==> src/rtl/bram_reduce.sv <==
// bram_reduce: scans a window of BRAM words and writes the extreme value
// (unsigned/signed max or min) to word 0 and the winner's word index to word 1.
// Optional build macro BRAM_REDUCE_SUM_EN: ps_control[3] selects a modulo-2^DATA_W
// sum of the window instead, with N written to word 1.
module bram_reduce #(
  parameter int DATA_W = 32,
  parameter int ADDR_W = 13
) (
  input  logic                  clk,
  input  logic                  reset,
  input  logic [31:0]           ps_control,
  input  logic [31:0]           ps_window,
  output logic [31:0]           pl_status,
  output logic [ADDR_W-1:0]     bram_addr,
  input  logic [DATA_W-1:0]     bram_rddata,
  output logic [DATA_W-1:0]     bram_wrdata,
  output logic [DATA_W/8-1:0]   bram_we
);

  localparam int WA_W = ADDR_W - 2;
  localparam int BE_W = DATA_W / 8;

  localparam logic [2:0] S_IDLE   = 3'd0;
  localparam logic [2:0] S_SCAN   = 3'd1;
  localparam logic [2:0] S_WR_VAL = 3'd2;
  localparam logic [2:0] S_WR_IDX = 3'd3;
  localparam logic [2:0] S_DONE   = 3'd4;

  localparam logic [31:0]       ST_BUSY  = 32'h0000_0002;
  localparam logic [31:0]       ST_DONE  = 32'h0000_0001;
  localparam logic [ADDR_W-1:0] ADDR_IDX = ADDR_W'(4);
  localparam logic [BE_W-1:0]   WE_ALL   = {BE_W{1'b1}};

  // Strict comparison for the selected mode; ties never replace the winner.
  function automatic logic f_better(input logic [1:0] mode,
                                    input logic [DATA_W-1:0] cand,
                                    input logic [DATA_W-1:0] best);
    logic signed [DATA_W-1:0] s_cand;
    logic signed [DATA_W-1:0] s_best;
    s_cand = cand;
    s_best = best;
    case (mode)
      2'b00:   f_better = (cand > best);
      2'b01:   f_better = (cand < best);
      2'b10:   f_better = (s_cand > s_best);
      default: f_better = (s_cand < s_best);
    endcase
  endfunction

  // Result reported for an empty window.
  function automatic logic [DATA_W-1:0] f_identity(input logic [1:0] mode);
    case (mode)
      2'b00:   f_identity = '0;
      2'b01:   f_identity = '1;
      2'b10:   f_identity = {1'b1, {(DATA_W-1){1'b0}}};
      default: f_identity = {1'b0, {(DATA_W-1){1'b1}}};
    endcase
  endfunction

  logic [2:0]          r_state;
  logic [31:0]         r_status;
  logic [ADDR_W-1:0]   r_addr;
  logic [DATA_W-1:0]   r_wrdata;
  logic [BE_W-1:0]     r_we;
  logic [1:0]          r_mode;
  logic [15:0]         r_count;
  logic [16:0]         r_issued;
  logic [16:0]         r_cmp_k;
  logic [WA_W-1:0]     r_next_word;
  logic                r_vld_p0;
  logic                r_vld_p1;
  logic [WA_W-1:0]     r_idx_p0;
  logic [WA_W-1:0]     r_idx_p1;
  logic [DATA_W-1:0]   r_best;
  logic [DATA_W-1:0]   r_best_idx;

  logic                w_start;
  logic                w_issue;
  logic                w_last;
  logic [DATA_W-1:0]   w_best_nxt;
  logic [DATA_W-1:0]   w_idx_nxt;
  logic [DATA_W-1:0]   w_empty_val;
  logic [DATA_W-1:0]   w_idx_word;
  logic                w_unused;

`ifdef BRAM_REDUCE_SUM_EN
  logic                r_sum;
  assign w_unused = &{1'b0, ps_control[31:4], ps_window[31:16]};
`else
  assign w_unused = &{1'b0, ps_control[31:3], ps_window[31:16]};
`endif

  assign w_start = (r_state == S_IDLE) && ps_control[0];
  assign w_issue = (r_state == S_SCAN) && (r_issued < {1'b0, r_count});
  assign w_last  = r_vld_p1 && ((r_cmp_k + 17'd1) == {1'b0, r_count});

`ifdef BRAM_REDUCE_SUM_EN
  assign w_empty_val = ps_control[3] ? '0 : f_identity(ps_control[2:1]);
  assign w_idx_word  = r_sum ? DATA_W'(r_count) : r_best_idx;
`else
  assign w_empty_val = f_identity(ps_control[2:1]);
  assign w_idx_word  = r_best_idx;
`endif

  // Fold the word returning from BRAM into the running result.
  always_comb begin
    w_best_nxt = r_best;
    w_idx_nxt  = r_best_idx;
    if (r_vld_p1 && ((r_cmp_k == 17'd0) || f_better(r_mode, bram_rddata, r_best))) begin
      w_best_nxt = bram_rddata;
      w_idx_nxt  = DATA_W'(r_idx_p1);
    end
`ifdef BRAM_REDUCE_SUM_EN
    if (r_sum) begin
      w_best_nxt = r_vld_p1 ? (r_best + bram_rddata) : r_best;
      w_idx_nxt  = r_best_idx;
    end
`endif
  end

  // Control FSM and registered BRAM/status outputs.
  always_ff @(posedge clk) begin
    if (reset) begin
      r_state  <= S_IDLE;
      r_status <= '0;
      r_addr   <= '0;
      r_wrdata <= '0;
      r_we     <= '0;
      r_vld_p0 <= 1'b0;
      r_vld_p1 <= 1'b0;
      r_issued <= '0;
      r_cmp_k  <= '0;
    end else begin
      // p0 -> p1: address on the bus becomes read data next cycle
      r_vld_p1 <= r_vld_p0;
      r_vld_p0 <= 1'b0;
      case (r_state)
        S_IDLE: begin
          if (ps_control[0]) begin
            r_status <= ST_BUSY;
            r_cmp_k  <= '0;
            if (ps_window[15:0] == 16'd0) begin
              r_state  <= S_WR_VAL;
              r_addr   <= '0;
              r_we     <= WE_ALL;
              r_wrdata <= w_empty_val;
            end else begin
              r_state  <= S_SCAN;
              r_addr   <= {ps_window[16 +: WA_W], 2'b00};
              r_vld_p0 <= 1'b1;
              r_issued <= 17'd1;
            end
          end
        end
        S_SCAN: begin
          if (w_issue) begin
            r_addr   <= {r_next_word, 2'b00};
            r_vld_p0 <= 1'b1;
            r_issued <= r_issued + 17'd1;
          end
          if (r_vld_p1) begin
            r_cmp_k <= r_cmp_k + 17'd1;
          end
          if (w_last) begin
            r_state  <= S_WR_VAL;
            r_addr   <= '0;
            r_we     <= WE_ALL;
            r_wrdata <= w_best_nxt;
          end
        end
        S_WR_VAL: begin
          r_state  <= S_WR_IDX;
          r_addr   <= ADDR_IDX;
          r_we     <= WE_ALL;
          r_wrdata <= w_idx_word;
        end
        S_WR_IDX: begin
          r_state  <= S_DONE;
          r_addr   <= '0;
          r_we     <= '0;
          r_status <= ST_DONE;
        end
        S_DONE: begin
          if (!ps_control[0]) begin
            r_state  <= S_IDLE;
            r_status <= '0;
          end
        end
        default: begin
          r_state  <= S_IDLE;
          r_status <= '0;
          r_we     <= '0;
        end
      endcase
    end
  end

  // Operation parameters, address walker and reduction datapath.
  always_ff @(posedge clk) begin
    r_idx_p1 <= r_idx_p0;
    if (w_start) begin
      r_mode      <= ps_control[2:1];
      r_count     <= ps_window[15:0];
      r_idx_p0    <= ps_window[16 +: WA_W];
      r_next_word <= ps_window[16 +: WA_W] + WA_W'(1);
      r_best      <= '0;
      r_best_idx  <= '1;
`ifdef BRAM_REDUCE_SUM_EN
      r_sum       <= ps_control[3];
`endif
    end else if (r_state == S_SCAN) begin
      if (w_issue) begin
        r_idx_p0    <= r_next_word;
        r_next_word <= r_next_word + WA_W'(1);
      end
      r_best     <= w_best_nxt;
      r_best_idx <= w_idx_nxt;
    end
  end

  assign pl_status   = r_status;
  assign bram_addr   = r_addr;
  assign bram_wrdata = r_wrdata;
  assign bram_we     = r_we;

endmodule

==> config.mk <==
export PLATFORM = sky130hd
export DESIGN_NAME = bram_reduce
export DESIGN_NICKNAME = d
export VERILOG_FILES = /design/src/rtl/bram_reduce.sv
export SDC_FILE = /design/constraint.sdc
export NUM_CORES = 1
export LEC_CHECK = 0
export ABC_AREA = 1
export CAP_MARGIN = 20
export CORE_MARGIN = 2
export CORE_UTILIZATION = 54
export DETAILED_ROUTE_END_ITERATION = 10
export PLACE_DENSITY = 0.83
export SYNTH_ARGS = -nofsm -noshare
export SYNTH_HDL_FRONTEND = slang
export SYNTH_SLANG_ARGS = --single-unit
==> constraint.sdc <==
create_clock -name clk -period 3.7 [get_ports clk]
set_clock_uncertainty 0.05 [all_clocks]
set_input_delay 0.74 -clock clk [delete_from_list [all_inputs] [get_ports clk]]
set_output_delay 0.74 -clock clk [all_outputs]
set_load 0.05 [all_outputs]
Word level (Yosys, flattened, before mapping)
Index checks and enable logic that the tools add are counted.

word-level totals
  register bits after elaboration = 235
  input bits = 98
  output and inout bits = 81
  logic and storage cells = 110

operators by class
  add/sub/neg operators = 4
  $lt $le $gt $ge = 5
  eq/ne operators = 17
  multiplexer cells = 41
  bitwise logic cells = 2
  reduce and logical (&&, ||, !) cells = 25

operators by type and width
  kind                                                  count
  2-to-1 mux 32 bit                                     6
  one-hot mux 32 bit (3 select lines)                   2
  one-hot mux 32 bit (4 select lines)                   1
  2-to-1 mux 17 bit                                     5
  one-hot mux 17 bit (2 select lines)                   2
  2-to-1 mux 11 bit                                     6
  > comparator 32 bit                                   2
  < comparator 32 bit                                   2
  2-to-1 mux 13 bit                                     4
  one-hot mux 13 bit (4 select lines)                   1
  adder 17 x 1 -> 17 bit (second input constant)        2
  adder 11 x 1 -> 11 bit (second input constant)        2
  equality test 17 x 16 -> 1 bit                        1
  logical NOT 17 bit                                    1
  < comparator 17 x 16 -> 1 bit                         1
  logical NOT 16 bit                                    1
  one-hot mux 4 bit (4 select lines)                    1
  one-hot mux 3 bit (5 select lines)                    1
  2-to-1 mux 4 bit                                      3
  != test 2 bit (second input constant)                 6
  AND reduction 3 bit                                   4
  AND reduction 4 bit                                   3
  2-to-1 mux 3 bit                                      3
  equality test 3 x 2 -> 1 bit (second input constant)  2
  other kinds (20)                                      32

Depth between registers and ports, before layout
Gate-level depths: netlist of run 1.

  depth after elaboration = 7
  depth in mapped cells = 23
  depth with buffers taken out = 22

Worst setup path after synthesis of run 1
No wires, ideal clock.

  path type = register -> register
  start = register r_count[10]
  end = register r_idx_p0[0], enable pin
  setup time = 0.432 ns
  arrival time = 2.857 ns
  required time = 3.218 ns
  slack = 0.361 ns
  stages on the path, launching flop included = 10
  buffers on the path = 0
  clock period less this slack = 3.339 ns
  cells stage by stage = edfxtp_1 -> inv_1 -> ha_1 -> nand2_1 -> inv_1 -> o21ai_0 -> a21oi_1 -> nor4_1 -> nand3_1 -> o21ai_0

between the ends
  word-level cells in the longest chain between the ends = 4

RTL lines
  item                           RTL line  text
  from (decl)                    66        logic [15:0] r_count;
  from (signal assigned)         203       r_count <= ps_window[15:0];
  < comparator 17 x 16 -> 1 bit  94        assign w_issue = (r_state == S_SCAN) && (r_issued < {1'b0, r_count});
  logical AND 1 bit              94
  nonzero test 2 bit (no line)   n/a
  AND reduction 2 bit (no line)  n/a
  to (signal assigned)           204       r_idx_p0 <= ps_window[16 +: WA_W];
  to (signal assigned)           213       r_idx_p0 <= r_next_word;
  to (decl)                      72        logic [WA_W-1:0] r_idx_p0;

Every way passes these cells.
A chain may end at the register's enable or synchronous reset.

Final worst setup path of run 1
  start = register r_cmp_k[0]
  end = register r_addr[9], in the netlist bram_addr[9]

between the ends
  word-level cells in the longest chain between the ends = 5
  elaborated cells between the ends (all ways) = 7
  those cells by class = add/sub (1); eq/ne (2); mux (2); reduce/logical (2)

RTL lines
  item                                                                        RTL line  text
  from (decl)                                                                 68        logic [16:0] r_cmp_k;
  from (signal assigned)                                                      162       r_cmp_k <= r_cmp_k + 17'd1;
  adder 17 x 1 -> 17 bit *                                                    95        assign w_last = r_vld_p1 && ((r_cmp_k + 17'd1) == {1'b0, r_count});
  equality test 17 x 16 -> 1 bit *                                            95
  logical AND 1 bit *                                                         95
  2-to-1 mux 13 bit or != test 3 bit (tied branches)                          n/a
  one-hot mux 13 bit (4 select lines) or AND reduction 3 bit (tied branches)  n/a
  to (signal assigned)                                                        149       r_addr <= {ps_window[16 +: WA_W], 2'b00};
  to (signal assigned)                                                        157       r_addr <= {r_next_word, 2'b00};
  to (decl)                                                                   62        logic [ADDR_W-1:0] r_addr;

Every way passes the cells marked *; elsewhere a longest branch is shown, timed or not.

==> results of run 1 <==
## registers in the layout, indices dropped and copies added, names as in the netlist
name,count
r_best_idx,12
pl_status,2
r_vld_p0,1
r_cmp_k,17
r_best,32
r_issued,17
r_idx_p0,11
r_state,3
r_count,16
bram_we,1
r_vld_p1,1
bram_wrdata,32
bram_addr,11
r_next_word,11
r_idx_p1,11
r_mode,2
## critical path, cell delays in order, from the launching register on
cell and delay, ps:
sky130_fd_sc_hd__dfxtp_1 660, sky130_fd_sc_hd__inv_1 160, sky130_fd_sc_hd__ha_1 370, sky130_fd_sc_hd__o21ai_0 110, sky130_fd_sc_hd__a21oi_1 150, sky130_fd_sc_hd__nand2_1 80
sky130_fd_sc_hd__nor2_1 140, sky130_fd_sc_hd__nand2_1 80, sky130_fd_sc_hd__nor2_1 80, sky130_fd_sc_hd__nand3_1 70, sky130_fd_sc_hd__nor2_1 120, sky130_fd_sc_hd__nand3_2 150
sky130_fd_sc_hd__nand2_1 100, sky130_fd_sc_hd__nand3_1 290, sky130_fd_sc_hd__buf_4 300, sky130_fd_sc_hd__nand2_1 70, sky130_fd_sc_hd__nand2_1 50, sky130_fd_sc_hd__nor2_1 120
## final cells by class
class | instances | area (µm²)
clock inverters | 12 | 145
multi-input cells | 983 | 4940
clock buffers | 20 | 448
fillers | 1491 | 6250
flip-flops and latches | 180 | 4000
repair buffers | 136 | 1310
well taps | 229 | 287
inverters | 201 | 756
## worst max-delay path by stage
stage	slack [ps]	end	cells past startpoint	start
CTS	490	r_best_idx[2]	16	bram_rddata[31]
finish	490	bram_addr[9]	17	r_cmp_k[0]
global placement	150	r_best_idx[6]	15	bram_rddata[31]
global route	230	bram_addr[7]	16	r_cmp_k[0]
detailed placement	60	r_best_idx[4]	16	bram_rddata[29]
floorplan	360	r_idx_p0[0]	9	r_count[10]
## power breakdown
| part | total [W] | switching, W | internal, W |
|---|---|---|---|
| Combinational | 0.00189 | 0.00128 | 0.000614 |
| Sequential | 0.00251 | 0.000148 | 0.00236 |
| Clock | 0.00183 | 0.000800 | 0.00103 |
## logic make-up after synthesis
group | share of synthesized area, %
xor gates and xnor gates | 1.82
muxes | 0.0992
DFF | 39.7
adders and majority gates | 6.57
buffers and inverters | 12.6
AOI/OAI and AO/OA | 9.29
other | 0.0372
and+or+nand+nor | 29.9
## synth_stat cells (all sizes together) (2+ instances only)
master	number
a211oi	3
a21o	2
a21oi	120
a22oi	2
buf	50
clkbuf	38
clkinv	5
dfxtp	140
edfxtp	40
ha	53
inv	196
nand2	426
nand3	119
nand3b	13
nand4	20
nor2	98
nor3	16
nor4	10
o21ai	38
or2	5
xnor2	5
xor2	16
## cells in the final DEF, fill, tap and decap left out, drive strengths merged
cell type      count
o31ai              1
ha                53
a22oi              2
inv              200
or2                5
buf               24
dfxtp            140
clkdlybuf4s50    112
nor4              10
nand2            426
conb              32
nand4             20
a21oi            120
bufinv             2
o21a               1
mux2i              1
a21o               2
clkbuf            20
clkinv            10
xnor2              5
clkinvlp           1
edfxtp            40
o21ai             38
nor2              98
a211oi             3
nor3              16
nand3b            13
nand3            119
o21bai             1
xor2              16
o211ai             1
## routing by layer
layer | wire length (µm) | vias to the layer above
met5 | 0 | -
met4 | 552 | 0
met3 | 1540 | 43
met2 | 11100 | 328
met1 | 11000 | 4197
li1 | - | 4671
## stage by stage
step	worst slack [ps]	utilization, %
floorplan	361	-
global placement	149	62.1
detailed placement	60.6	62.2
CTS	486	65.5
global route	231	65.5
finish	488	65.5
==> out/qor_table.md, run 1 <==
| Metric | Reported | Unit |
|---|---|---|
| Register bit count reported by yosys | 180 | - |
| Placed Area | 11300 | µm² |
| Placeable core area | 18100 | µm² |
| Worst Reg2Reg Path Length in Cells | 17 | - |
| Mean cell area of the mapped netlist | 7.10 | µm² |
| Setup slack, reg-to-reg | 490 | ps |
| Violation count after the first detailed-routing iteration | 868 | - |
| Iteration count of the initial detailed-routing pass | 5 | - |
| Predominant post-synthesis flop cell | sky130_fd_sc_hd__dfxtp_1 | - |
| Sequential area share after synthesis | 39.7 | % |
| Synth warn | 0 | - |
| Number of max-slew violations in the final report | 0 | - |
| Shortest clock period the worst path allows after layout | 3210 | ps |
| Fraction of final layout cells sized beyond drive strength 1 | 6.20 | % |
| Data arrival, critical path | 3540 | ps |
| Die boundary width | 141 | µm |
| Worst slew margin relative to its limit | 54.4 | % |
| Number of diodes added for antenna fixing | 0 | - |
| DIE AREA | 19800 | µm² |
| Met1 Resource Use GR | 33.3 | % |
| DRC Markers | 0 | - |
| Sort of element at the end of the critical path | flop | - |
| Number of placement rows | 49 | - |
| Final-report hold violation count | 0 | - |
| Post-detailed-route via-to-cell ratio | 5.25 | - |
| DPL Wire Length | 17200 | µm |
| Clock tree from TritonCTS | yes | - |
| Total power | 0.00623 | W |
| Num ports | 179 | - |
| Required time of the critical path | 4030 | ps |
| R2R Path Start | r_cmp_k[0] | - |
| Vias in the first global route | 8428 | - |
| H-tree level count | 4 | - |
| Unrepaired setup endpoints after global routing | no | - |
| Final weighted congestion of routability-driven global placement | 0.945 | - |
| Maximum number of buffers from clock root to sink | 2 | - |
| Final period util | 86.8 | % |
| Worst min-delay path class | flop to flop | - |
| Count of flip-flops with a built-in enable after synthesis | 40 | - |
| Final design instance area without fill | 11900 | µm² |
| GR Util All Layers | 24.4 | % |
| Top cells by area in the synthesized netlist | sky130_fd_sc_hd__dfxtp_1 (28%), sky130_fd_sc_hd__nand2_1 (16%), sky130_fd_sc_hd__edfxtp_1 (12%), sky130_fd_sc_hd__inv_1 (7.2%), sky130_fd_sc_hd__ha_1 (6.6%) | - |
| Worst Path Class, Setup | flop to flop | - |
| Final std cells w/o fill | 1761 | - |
| Pin count of the biggest net entering global routing | 44 | - |
| Hold wc startpoint | r_idx_p0[0] | - |
| Antenna violations before repair | 0 | - |
| Initial cell density of the core | 55.6 | % |
| Total Negative Setup Slacks | 0 | ps |
| Hold path cells | 0 | - |
| Achievable frequency | 0.311 | GHz |
| Area Overhead vs Synth | 17.9 | % |
| Async SR Flop Fraction | 0 | % |
| CTS sink cnt | 180 | - |
| Peak supply drop | 380 | µV |
| Setup violations, final | 0 | - |
| Total CTS buffers | 17 | - |
| Worst-path maximum fanout | 11 | - |
| Endpoint of the lowest-slack register-to-register path | bram_addr[9] | - |
| Routed vias | 9239 | - |
| Netlist Area Pre-Place | 10100 | µm² |
| Area leader, netlist | sky130_fd_sc_hd__dfxtp_1 | - |
| Root Buffer | sky130_fd_sc_hd__clkbuf_16 | - |
| Number of buffers inserted for hold repair after clock tree synthesis | 0 | - |
| Worst-Margin Slew | 681 | ps |
| MaxCap Viol Count | 0 | - |
| Post-detailed-routing wire length | 24200 | µm |
| Routed WL per cell | 13.8 | µm |
| Wire length of the first global-routing pass | 39800 | µm |
| End point of the worst hold path | r_idx_p1[0] | - |
| Vert. Die Dim | 141 | µm |
| Quantity of I/O buffers inserted on ports | 112 | - |
| Cell count after placement | 1728 | - |
| Busiest layer in global routing | met2 | - |
| WHS | 293 | ps |
| Count of different cell masters after synthesis | 42 | - |
| Share of the synthesized area in the top cell type | 27.8 | % |
| Number of cells upsized or downsized after cts | 0 | - |
| Global-route track usage on met3 | 4.14 | % |
| Postcts setup bufs | 0 | - |
| Final #Nets | 1670 | - |
| Leakage | 5.31 | nW |
| Number of standard cells after synthesis | 1421 | - |
| Category of the worst setup path launch point | flop | - |
| Met2 Resource Use GR | 39.3 | % |
| Power per unit of standard cell area | 524 | nW/µm² |
| Residual antenna-violating net count after detailed routing | 0 | - |
| Clk slew on worst S/H paths | 70 | ps |
| Result of the run | finished, final reports clean | - |
| Grt total ovfl | 0 | - |
| Clock network latency to the later pin of the worst-skew pair | 440 | ps |
(Power assumes the default switching activity.)
==> run 2, diff against run 1 <==
- CORE_UTILIZATION: 54 -> 40
- PLACE_DENSITY: 0.83 -> 0.64
==> run 2 against run 1 <==
  * Sequential share of layout area down 0.41 points
  * First-iteration DRC count down 39%
  * Final cell count up 5.7%
  * Sequential power about the same
  * Clock power up 2%
  * Clock-buffer cell count down 2
  * Worst hold slack worse by 1.7 ps
  * Die area up 34%
  * Utilization down 17 points
  * Sequential cell count unchanged
  * Power up 0.37%
  * Largest power group unchanged
==> out/qor_table.md, run 2 (synthesis gave the netlist of run 1 again) <==
| Metric | Reported | Unit | vs previous |
|---|---|---|---|
| Result of the run | finished, final reports clean | - |  |
| Root Buffer | sky130_fd_sc_hd__clkbuf_16 | - |  |
| Clock group share of total power | 29.9 | % | +0.5 points |
| Switching power | 0.00221 | W | -0.62% |
| Delay of the slowest cell on the worst path | 630 | ps | -30 ps |
| Internal power summed over all cells | 0.00404 | W | +0.93% |
| Final period util | 86.5 | % | -0.36 points |
| Worst min-delay path class | flop to flop | - |  |
| Final-report hold violation count | 0 | - | unchanged |
| Vert. Die Dim | 163 | µm | +16% |
| Final WS setup | 501 | ps | +13.5 ps |
| Maximum number of buffers from clock root to sink | 2 | - | unchanged |
| Setup Slack @ Placement | 226 | ps | +165 ps |
| Register Area | 4000 | µm² | unchanged |
| Grt total ovfl | 0 | - | unchanged |
| Wire length of the first global-routing pass | 40600 | µm | +1.9% |
| Number of diodes added for antenna fixing | 0 | - | unchanged |
| Crit path max-delay cell type | sky130_fd_sc_hd__dfxtp_1 | - |  |
| Power per unit of standard cell area | 519 | nW/µm² | -0.86% |
| Clock network latency to the later pin of the worst-skew pair | 430 | ps | about the same |
| Total power | 0.00625 | W | +0.37% |
| Required time of the critical path | 3960 | ps | -70 ps |
| Post-detailed-route via-to-cell ratio | 4.84 | - | -7.8% |
| Part of the total power dissipated in sequential elements | 40.0 | % | -0.2 points |
| Most used cells in the layout excluding fill and tap cells | sky130_fd_sc_hd__nand2_1 (424), sky130_fd_sc_hd__inv_1 (193), sky130_fd_sc_hd__dfxtp_1 (140) | - |  |
| Worst Path Class, Setup | flop to flop | - |  |
| Antenna violations before repair | 0 | - | unchanged |
| Quantity of I/O buffers inserted on ports | 112 | - | unchanged |
| Sort of element at the end of the critical path | flop | - |  |
| Num ports | 179 | - | unchanged |
| Violation count after the first detailed-routing iteration | 529 | - | -39% |
| Combinational cell fraction of total power | 30.1 | % | -0.3 points |
| Die boundary width | 163 | µm | +16% |
| Final #Nets | 1670 | - | unchanged |
| Post-detailed-routing wire length | 24900 | µm | +2.7% |
| Number of placement rows | 58 | - | +18% |
| Achievable frequency | 0.313 | GHz | +0.42% |
| Area Overhead vs Synth | 19.4 | % |  |
| Number of max-slew violations in the final report | 0 | - | unchanged |
| Fraction of power spent switching nets | 35.4 | % | -0.35 points |
| H-tree level count | 4 | - | unchanged |
| Cells along the critical path | ha_1, nand2_1, nor2_2, nand3_2, o21bai_1, nand3_1, nand2_1, nand3b_1, nor2_1, nand3_2, nand2_2, nand3_2, nor2_2, buf_4, a21oi_1 | - |  |
| DRC Markers | 0 | - | unchanged |
| Clk slew on worst S/H paths | 70 | ps | about the same |
| Number of cells upsized or downsized after cts | 0 | - | unchanged |
| MaxCap Viol Count | 0 | - | unchanged |
| Routed WL per cell | 13.4 | µm | -2.9% |
| Number of fill cells | 2507 | - | +68% |
| Leakage | 5.31 | nW | about the same |
| CP delay by family, top | simple AND/OR/NAND/NOR gates | - |  |
| GR Util All Layers | 19.0 | % | -5.5 points |
| Initial cell density of the core | 40.4 | % | -15 points |
| Final weighted congestion of routability-driven global placement | 0.892 | - | -5.6% |
| Iteration count of the initial detailed-routing pass | 5 | - | unchanged |
| Unrepaired setup endpoints after global routing | no | - |  |
| DIE AREA | 26500 | µm² | +34% |
| Setup violations, final | 0 | - | unchanged |
| Placeable core area | 25000 | µm² | +38% |
| Residual antenna-violating net count after detailed routing | 0 | - | unchanged |
| Data arrival, critical path | 3460 | ps | -80 ps |
| Peak supply drop | 362 | µV | -4.7% |
| DPL Wire Length | 18200 | µm | +5.3% |
| Fraction of final layout cells sized beyond drive strength 1 | 6.07 | % | -0.13 points |
| Total Negative Setup Slacks | 0 | ps | unchanged |
| Vias in the first global route | 8368 | - | -0.71% |
| Area of the multi-input gates | 4940 | µm² | about the same |
| Total CTS buffers | 17 | - | unchanged |
| Number of buffers inserted for hold repair after clock tree synthesis | 0 | - | unchanged |
| Worst slew margin relative to its limit | 61.7 | % | +7.3 points |
| Clock tree from TritonCTS | yes | - |  |
| Category of the worst setup path launch point | flop | - |  |
| Worst-path maximum fanout | 20 | - | +9 |
| CTS sink cnt | 180 | - | unchanged |
| Number of buffer and inverter instances along the worst setup path | 1 | - | -1 |
| Most frequent standard cell in the layout excluding fill and tap cells | sky130_fd_sc_hd__nand2_1 | - |  |
| Postcts setup bufs | 0 | - | unchanged |
| Worst-Margin Slew | 572 | ps | -109 ps |
| Cell mode on critical path | sky130_fd_sc_hd__nand3_2 | - |  |
| Shortest clock period the worst path allows after layout | 3200 | ps | -13.5 ps |
| Routed vias | 9006 | - | -2.5% |
| Pin count of the biggest net entering global routing | 45 | - | +2.3% |
## run 2: cell type report
cell class / count / share of cell area [%]
Clock buffer: 18 / 3.56
Clock inverter: 14 / 1.45
Inverter: 201 / 6.28
Multi-Input combinational cell: 983 / 41.0
Sequential cell: 180 / 33.2
Tap cell: 330 / 3.43
Timing Repair Buffer: 136 / 11.0
## run 2: power by group through the flow
stage | combinational [W] | clock (W) | sequential (W)
after CTS | 0.00188 | 0.00191 | 0.00251
after floorplan | 0.00106 | 0 | 0.00283
after global placement | 0.00185 | 0 | 0.00254
after detailed placement | 0.00187 | 0 | 0.00255
final | 0.00188 | 0.00187 | 0.00250
after global routing | 0.00209 | 0.00198 | 0.00254
## run 2: final timing paths
| path | startpoint | endpoint | slack (ps) | cells after the start |
|---|---|---|---|---|
| hold / removal | r_idx_p0[0] | r_idx_p1[0] | 290 | 0 |
| setup reg to reg | r_cmp_k[0] | bram_wrdata[13] | 500 | 15 |
| hold reg to reg | r_idx_p0[0] | r_idx_p1[0] | 290 | 0 |
| setup / recovery | r_cmp_k[0] | bram_wrdata[13] | 500 | 15 |
## run 2: per-stage QoR
step	util, %	std cells	hold WS, ps	instance area, µm²
after floorplan	-	1452	273	10200
after global placement	45.7	1828	274	11400
after detailed placement	45.8	1829	277	11400
after CTS	48.2	1861	294	12000
after global routing	48.2	1862	296	12000
final	48.2	1862	292	12000
## run 2: routing by layer
| metal | up-vias | global-route usage, % | part of all wire, % |
|---|---|---|---|
| li1 | 4663 | - | - |
| met1 | 4094 | 25.1 | 47 |
| met2 | 230 | 31.7 | 46 |
| met3 | 19 | 3.54 | 5.4 |
| met4 | 0 | 5.11 | 1.0 |
| met5 | - | 0 | 0 |
